$ cat src/rtl/mem_arb_if.sv
// Request/grant and memory-port signals of mem_arb, grouped with arbiter-side (slave)
// and requester/memory-side (master) views.
interface mem_arb_if;
  localparam int unsigned AW = 32;
  localparam int unsigned DW = 32;
  localparam int unsigned BW = 4;

  logic          if_req;
  logic [AW-1:0] if_addr;
  logic          if_gnt;
  logic          if_rvalid;
  logic [DW-1:0] if_rdata;

  logic          ls_req;
  logic          ls_we;
  logic [BW-1:0] ls_be;
  logic [AW-1:0] ls_addr;
  logic [DW-1:0] ls_wdata;
  logic          ls_gnt;
  logic          ls_rvalid;
  logic [DW-1:0] ls_rdata;

  logic          mem_en;
  logic          mem_we;
  logic [BW-1:0] mem_be;
  logic [AW-1:0] mem_addr;
  logic [DW-1:0] mem_wdata;
  logic [DW-1:0] mem_rdata;

  logic          busy;

  modport slave (
    input  if_req, if_addr, ls_req, ls_we, ls_be, ls_addr, ls_wdata, mem_rdata,
    output if_gnt, if_rvalid, if_rdata, ls_gnt, ls_rvalid, ls_rdata,
           mem_en, mem_we, mem_be, mem_addr, mem_wdata, busy
  );

  modport master (
    output if_req, if_addr, ls_req, ls_we, ls_be, ls_addr, ls_wdata, mem_rdata,
    input  if_gnt, if_rvalid, if_rdata, ls_gnt, ls_rvalid, ls_rdata,
           mem_en, mem_we, mem_be, mem_addr, mem_wdata, busy
  );
endinterface

$ cat src/rtl/mem_arb.sv
// Single-port memory arbiter: fetch vs load/store, LS priority with a streak limit
// that guarantees fetch progress, fixed wait states, one rvalid pulse per access.
module mem_arb #(
  parameter int unsigned WAIT_STATES   = 0,
  parameter int unsigned LS_STREAK_MAX = 2
) (
  input  logic      clk,
  input  logic      rst,
  mem_arb_if.slave  bus
);
  localparam int unsigned CNT_W = 3;
  localparam int unsigned AW    = 32;
  localparam int unsigned DW    = 32;
  localparam int unsigned BW    = 4;

  typedef enum logic [1:0] {S_IDLE, S_ISSUE, S_WAIT, S_RESP} state_t;

  state_t           r_state;
  state_t           w_state_nxt;
  logic [CNT_W-1:0] r_streak;
  logic [CNT_W-1:0] r_wcnt;
  logic             r_own_ls;
  logic             r_we;
  logic [BW-1:0]    r_be;
  logic [AW-1:0]    r_addr;
  logic [DW-1:0]    r_wdata;

  logic             w_arb;
  logic             w_if_win;
  logic             w_if_gnt;
  logic             w_ls_gnt;
  logic             w_resp;

  // Arbitration, next state and output decode
  always_comb begin
    w_state_nxt    = r_state;
    w_arb          = (r_state == S_IDLE) || (r_state == S_RESP);
    w_if_win       = bus.if_req && (!bus.ls_req || (r_streak == CNT_W'(LS_STREAK_MAX)));
    w_if_gnt       = rst && w_arb && w_if_win;
    w_ls_gnt       = rst && w_arb && bus.ls_req && !w_if_win;
    w_resp         = (r_state == S_RESP);

    case (r_state)
      S_IDLE, S_RESP: w_state_nxt = (w_if_gnt || w_ls_gnt) ? S_ISSUE : S_IDLE;
      S_ISSUE:        w_state_nxt = (WAIT_STATES != 0) ? S_WAIT : S_RESP;
      S_WAIT:         if (r_wcnt <= CNT_W'(1)) w_state_nxt = S_RESP;
      default:        w_state_nxt = S_IDLE;
    endcase

    bus.if_gnt    = w_if_gnt;
    bus.ls_gnt    = w_ls_gnt;
    bus.mem_en    = (r_state == S_ISSUE);
    bus.mem_we    = (r_state == S_ISSUE) && r_we;
    bus.mem_be    = r_be;
    bus.mem_addr  = r_addr;
    bus.mem_wdata = r_wdata;
    bus.if_rvalid = w_resp && !r_own_ls;
    bus.ls_rvalid = w_resp && r_own_ls;
    bus.if_rdata  = (w_resp && !r_own_ls) ? bus.mem_rdata : DW'(0);
    // A store completion returns zero data
    bus.ls_rdata  = (w_resp && r_own_ls && !r_we) ? bus.mem_rdata : DW'(0);
    bus.busy      = (r_state != S_IDLE);
  end

  always_ff @(posedge clk or negedge rst) begin
    if (!rst) begin
      r_state  <= S_IDLE;
      r_streak <= '0;
      r_wcnt   <= '0;
      r_own_ls <= 1'b0;
      r_we     <= 1'b0;
      r_be     <= '0;
      r_addr   <= '0;
      r_wdata  <= '0;
    end else begin
      r_state <= w_state_nxt;
      if (w_if_gnt) begin
        r_own_ls <= 1'b0;
        r_we     <= 1'b0;
        r_be     <= BW'(4'hF);
        r_addr   <= bus.if_addr;
        r_wdata  <= '0;
        r_streak <= '0;
      end else if (w_ls_gnt) begin
        r_own_ls <= 1'b1;
        r_we     <= bus.ls_we;
        r_be     <= bus.ls_be;
        r_addr   <= bus.ls_addr;
        r_wdata  <= bus.ls_wdata;
        if (r_streak < CNT_W'(LS_STREAK_MAX)) r_streak <= r_streak + CNT_W'(1);
      end
      // Wait counter loads on grant (entering ISSUE) and counts down through WAIT
      if (w_if_gnt || w_ls_gnt) r_wcnt <= CNT_W'(WAIT_STATES);
      else if (r_state == S_WAIT) r_wcnt <= r_wcnt - CNT_W'(1);
    end
  end
endmodule

$ cat src/flat_wrapper.sv
// flat-port wrapper written by rule: the top's interface ports become plain ports
module mem_arb_flat 
#(
  parameter int unsigned WAIT_STATES   = 0,
  parameter int unsigned LS_STREAK_MAX = 2
)
  (clk, rst, bus_if_req, bus_if_addr, bus_ls_req, bus_ls_we, bus_ls_be, bus_ls_addr, bus_ls_wdata, bus_mem_rdata, bus_if_gnt, bus_if_rvalid, bus_if_rdata, bus_ls_gnt, bus_ls_rvalid, bus_ls_rdata, bus_mem_en, bus_mem_we, bus_mem_be, bus_mem_addr, bus_mem_wdata, bus_busy);
  mem_arb_if bus_i ();
  input  logic clk;
  input  logic rst;
  input wire logic [$bits(bus_i.if_req)-1:0] bus_if_req;
  input wire logic [$bits(bus_i.if_addr)-1:0] bus_if_addr;
  input wire logic [$bits(bus_i.ls_req)-1:0] bus_ls_req;
  input wire logic [$bits(bus_i.ls_we)-1:0] bus_ls_we;
  input wire logic [$bits(bus_i.ls_be)-1:0] bus_ls_be;
  input wire logic [$bits(bus_i.ls_addr)-1:0] bus_ls_addr;
  input wire logic [$bits(bus_i.ls_wdata)-1:0] bus_ls_wdata;
  input wire logic [$bits(bus_i.mem_rdata)-1:0] bus_mem_rdata;
  output wire logic [$bits(bus_i.if_gnt)-1:0] bus_if_gnt;
  output wire logic [$bits(bus_i.if_rvalid)-1:0] bus_if_rvalid;
  output wire logic [$bits(bus_i.if_rdata)-1:0] bus_if_rdata;
  output wire logic [$bits(bus_i.ls_gnt)-1:0] bus_ls_gnt;
  output wire logic [$bits(bus_i.ls_rvalid)-1:0] bus_ls_rvalid;
  output wire logic [$bits(bus_i.ls_rdata)-1:0] bus_ls_rdata;
  output wire logic [$bits(bus_i.mem_en)-1:0] bus_mem_en;
  output wire logic [$bits(bus_i.mem_we)-1:0] bus_mem_we;
  output wire logic [$bits(bus_i.mem_be)-1:0] bus_mem_be;
  output wire logic [$bits(bus_i.mem_addr)-1:0] bus_mem_addr;
  output wire logic [$bits(bus_i.mem_wdata)-1:0] bus_mem_wdata;
  output wire logic [$bits(bus_i.busy)-1:0] bus_busy;
  assign bus_i.if_req = bus_if_req;
  assign bus_i.if_addr = bus_if_addr;
  assign bus_i.ls_req = bus_ls_req;
  assign bus_i.ls_we = bus_ls_we;
  assign bus_i.ls_be = bus_ls_be;
  assign bus_i.ls_addr = bus_ls_addr;
  assign bus_i.ls_wdata = bus_ls_wdata;
  assign bus_i.mem_rdata = bus_mem_rdata;
  assign bus_if_gnt = bus_i.if_gnt;
  assign bus_if_rvalid = bus_i.if_rvalid;
  assign bus_if_rdata = bus_i.if_rdata;
  assign bus_ls_gnt = bus_i.ls_gnt;
  assign bus_ls_rvalid = bus_i.ls_rvalid;
  assign bus_ls_rdata = bus_i.ls_rdata;
  assign bus_mem_en = bus_i.mem_en;
  assign bus_mem_we = bus_i.mem_we;
  assign bus_mem_be = bus_i.mem_be;
  assign bus_mem_addr = bus_i.mem_addr;
  assign bus_mem_wdata = bus_i.mem_wdata;
  assign bus_busy = bus_i.busy;
  mem_arb #(.WAIT_STATES(WAIT_STATES), .LS_STREAK_MAX(LS_STREAK_MAX)) u_core (.clk(clk), .rst(rst), .bus(bus_i));
endmodule
$ cat config.mk
export PLATFORM = sky130hd
export DESIGN_NAME = mem_arb_flat
export DESIGN_NICKNAME = d
export VERILOG_FILES = /design/src/rtl/mem_arb_if.sv /design/src/rtl/mem_arb.sv /design/src/flat_wrapper.sv
export SDC_FILE = /design/constraint.sdc
export NUM_CORES = 1
export LEC_CHECK = 0
export ABC_AREA = 0
export CAP_MARGIN = 10
export CORE_UTILIZATION = 30
export CTS_BUF_LIST = sky130_fd_sc_hd__clkbuf_8
export CTS_CLUSTER_DIAMETER = 120
export DETAILED_ROUTE_END_ITERATION = 8
export GPL_ROUTABILITY_DRIVEN = 0
export GPL_TIMING_DRIVEN = 0
export PLACE_DENSITY = 0.72
export SLEW_MARGIN = 20
export SYNTH_ARGS = -nofsm -noshare
export SYNTH_HDL_FRONTEND = slang
export SYNTH_SLANG_ARGS = --single-unit
export TNS_END_PERCENT = 30
$ cat constraint.sdc
create_clock -name clk -period 2.5 [get_ports clk]
set_input_delay 0.5 -clock clk [delete_from_list [all_inputs] [get_ports clk]]
set_output_delay 0.5 -clock clk [all_outputs]
set_load 0.01 [all_outputs]
==> flow_summary.ini <==
[finish]
flow.area_growth_from_synthesis_pct = 89.1
final_net_count = 762
layout.core_utilization_pct = 58.7
fin_cells = 790
post_route_cells_drive_above_1_share_pct = 10.3
n_antenna_cell = 0
final_cell_area_um2 = 7110

[power_and_ir_drop]
vdd_ir_drop_max_uv = 452
powerDensity_nw_per_um2 = 1020
design_power_total_uw = 7280
leakage_component_of_the_power_uw = 0.00321

[grt]
grt_antenna_before_repair = 0
grt_pass1_vias = 4094
grt_first_pass_wirelength_um = 21300
overflow = 0
grt_max_degree = 24
grt_usage_pct = 21.6

[worst_setup_path]
worstReg2RegStart = u_core.r_state[0]
start_kind = flop
reg2reg_depth = 9
critical_path_peak_fanout = 10
timing.critical_path.required_ps = 2000
endpoint_kind = primary output
critPathLaunch = u_core.r_state[1]
crit_arrival_ps = 1940
worst_r2r_endpoint = u_core.bus.mem_addr[27]
timing.setup.critical_path_class = reg -> out
r2r_slack_ps = 250

[clock_tree]
cts_inserted_buffers = 9
cts_max_level = 3
worstSkewPairLatency_ps = 360
cts.sink_count = 78
clk_pin_slew_ps = 80
ctsRootBufferMaster = sky130_fd_sc_hd__clkbuf_8
tritoncts = done
clock_tree.buffer_depth = 2

[placement]
port_buffers = 275
hpwl_um = 10800
placed_cells = 766
detailed_place.area_um2 = 6750

[floorplanning]
rows = 40
top_level_ports = 276
floorplan.initialDensity_pct = 31.0
fp.dieH_um = 114
design.core.area_um2 = 12100
die_w_um = 114
design.die.area_um2 = 13000

[sta]
rsz_0062_raised_after_global_routing = yes
skew_ps = 7.36
min_period_ps = 2440
number_of_setup_violations_in_the_final_report = 0
worst_hold_slack_ps = 56.2
timing_hold_violations_final = 0
timing.max_slew.rel_slack_pct = 52.2
drv_slew = 0
slew_at_the_pin_with_the_worst_max_slew_slack_ps = 714
fin_crit_sh_pct = 97.5
fmaxAchievable_mhz = 410

[routing]
via_per_inst = 4.75
detailroute.via_count = 3753
first_pass_iters = 4
wl_um = 14000
drtAntennaViolNets = 0
drc_errors = 0
drt_first_iter_violations = 113
detail_route.wl_per_cell_um = 17.7

[flow_run]
max-cap-violations = 0

[logic_synthesis]
yosysTopAreaCellShare_pct = 51.9
postSynth.topFlopCell = sky130_fd_sc_hd__dfrtp_1
synth-seq-area-share_pct = 51.9
ys_ff_latch = 78
syn-instance-count = 322
leading_cell_types_by_total_area_after_synthesis = sky130_fd_sc_hd__dfrtp_1 (52%), sky130_fd_sc_hd__and2_1 (11%), sky130_fd_sc_hd__a221o_1 (8.5%)
synth.largest_area_cell = sky130_fd_sc_hd__dfrtp_1
asyncSetResetFlopFracSynth_pct = 100
syn_avg_cell_area_um2 = 11.7
yosys.cell_types.count = 34
synth_enable_flop_cells = 0
synthesis.yosys.warnings = 0
syn-num-nets = 467
synth_most_common_cell = sky130_fd_sc_hd__dfrtp_1
most_used_standard_cells_in_the_synthesized_netlist = sky130_fd_sc_hd__dfrtp_1 (78), sky130_fd_sc_hd__and2_1 (67), sky130_fd_sc_hd__a22o_1 (33)
post_synth_instance_area_um2 = 3760

[status]
status = finished clean

[min_path]
worst_hold_path_type = in -> async
[registers in the layout, summed over array words and instances (netlist names)]
name	flops
u_core.r_streak	3
u_core.bus.mem_wdata	32
u_core.r_own_ls	1
u_core.bus.mem_addr	32
u_core.r_wcnt	3
u_core.r_state	2
u_core.bus.mem_be	4
u_core.r_we	1
[critical path, stage by stage (launching register included)]
cell and delay [ps]:
sky130_fd_sc_hd__dfrtp_1 360, sky130_fd_sc_hd__ha_1 160, sky130_fd_sc_hd__nor2b_4 200, sky130_fd_sc_hd__buf_4 190, sky130_fd_sc_hd__and2_1 140, sky130_fd_sc_hd__clkdlybuf4s50_1 530
[per-layer routing]
| metal | vias up | track usage (%) | share of wire [%] |
|---|---|---|---|
| met5 | - | 0 | 0 |
| met4 | 0 | 9.00 | 2.3 |
| met3 | 20 | 6.06 | 8.1 |
| met2 | 182 | 41.5 | 54 |
| met1 | 1789 | 21.5 | 35 |
| li1 | 1762 | - | - |
[how the worst max path moves through the flow]
stage	endpoint	slack [ps]	cells after the start
2_1_floorplan	bus_ls_gnt	550	8
3_3_place_gp	bus_if_gnt	-3420	5
3_5_place_dp	bus_if_gnt	-820	6
4_1_cts	bus_if_rdata[31]	20	5
5_1_grt	bus_if_rdata[0]	-70	5
6_report	bus_if_rdata[6]	60	5
[through the flow]
| stage | setup WS, ps | TNS [ps] |
|---|---|---|
| finish | 63.2 | 0 |
| global route | -72.5 | -1300 |
| CTS | 16.3 | 0 |
| detailed placement | -819 | -5930 |
| global placement | -3420 | -344900 |
| floorplan | 550 | 0 |
[kinds of logic after synthesis]
group | share of synthesized area (%)
AND/OR/NAND/NOR | 14.4
buffers and inverters | 4.83
adder cells (fa/ha/maj) | 2.66
AO/OA/AOI/OAI | 25.2
flip-flops | 51.9
XOR/XNOR | 0.466
multiplexers | 0.566
[repair_timing]
action | in CTS | in global routing
endpoints found under the setup margin | 65 | 30
gates cloned | 1 | 0
gates resized for setup | 72 | 11
setup buffers | 6 | 0
endpoints found under the hold margin | 16 | 0
hold buffers | 2 | 0
[cells in the final DEF (no fill, tap or decap), drive strengths merged, types with 2 or more instances in the layout]
cell	n
nor2	8
nor2b	3
buf	32
nand3b	2
o22a	4
dlygate4sd2	33
dfrtp	78
a22o	33
ha	8
clkinvlp	3
clkdlybuf4s50	234
a21boi	32
clkbuf	16
nand2	2
dlymetal6s2s	4
a21oi	4
a221o	32
inv	8
and2	67
[report_power, final]
group | switching [uW] | internal [uW] | total (uW)
combinational | 1730 | 2400 | 4140
clock | 498 | 493 | 991
sequential | 336 | 1820 | 2150
total | 2570 | 4710 | 7280
[cell type report]
type | instances | area (um2)
Fill cell | 1060 | 5000
Timing Repair Buffer | 285 | 2840
Sequential cell | 78 | 1950
Multi-Input combinational cell | 209 | 1660
Tap cell | 168 | 210
Buffer | 27 | 204
Clock buffer | 10 | 138
Clock inverter | 6 | 70.1
Inverter | 7 | 28.8
No activity file was read; power rests on OpenSTA's default activity.
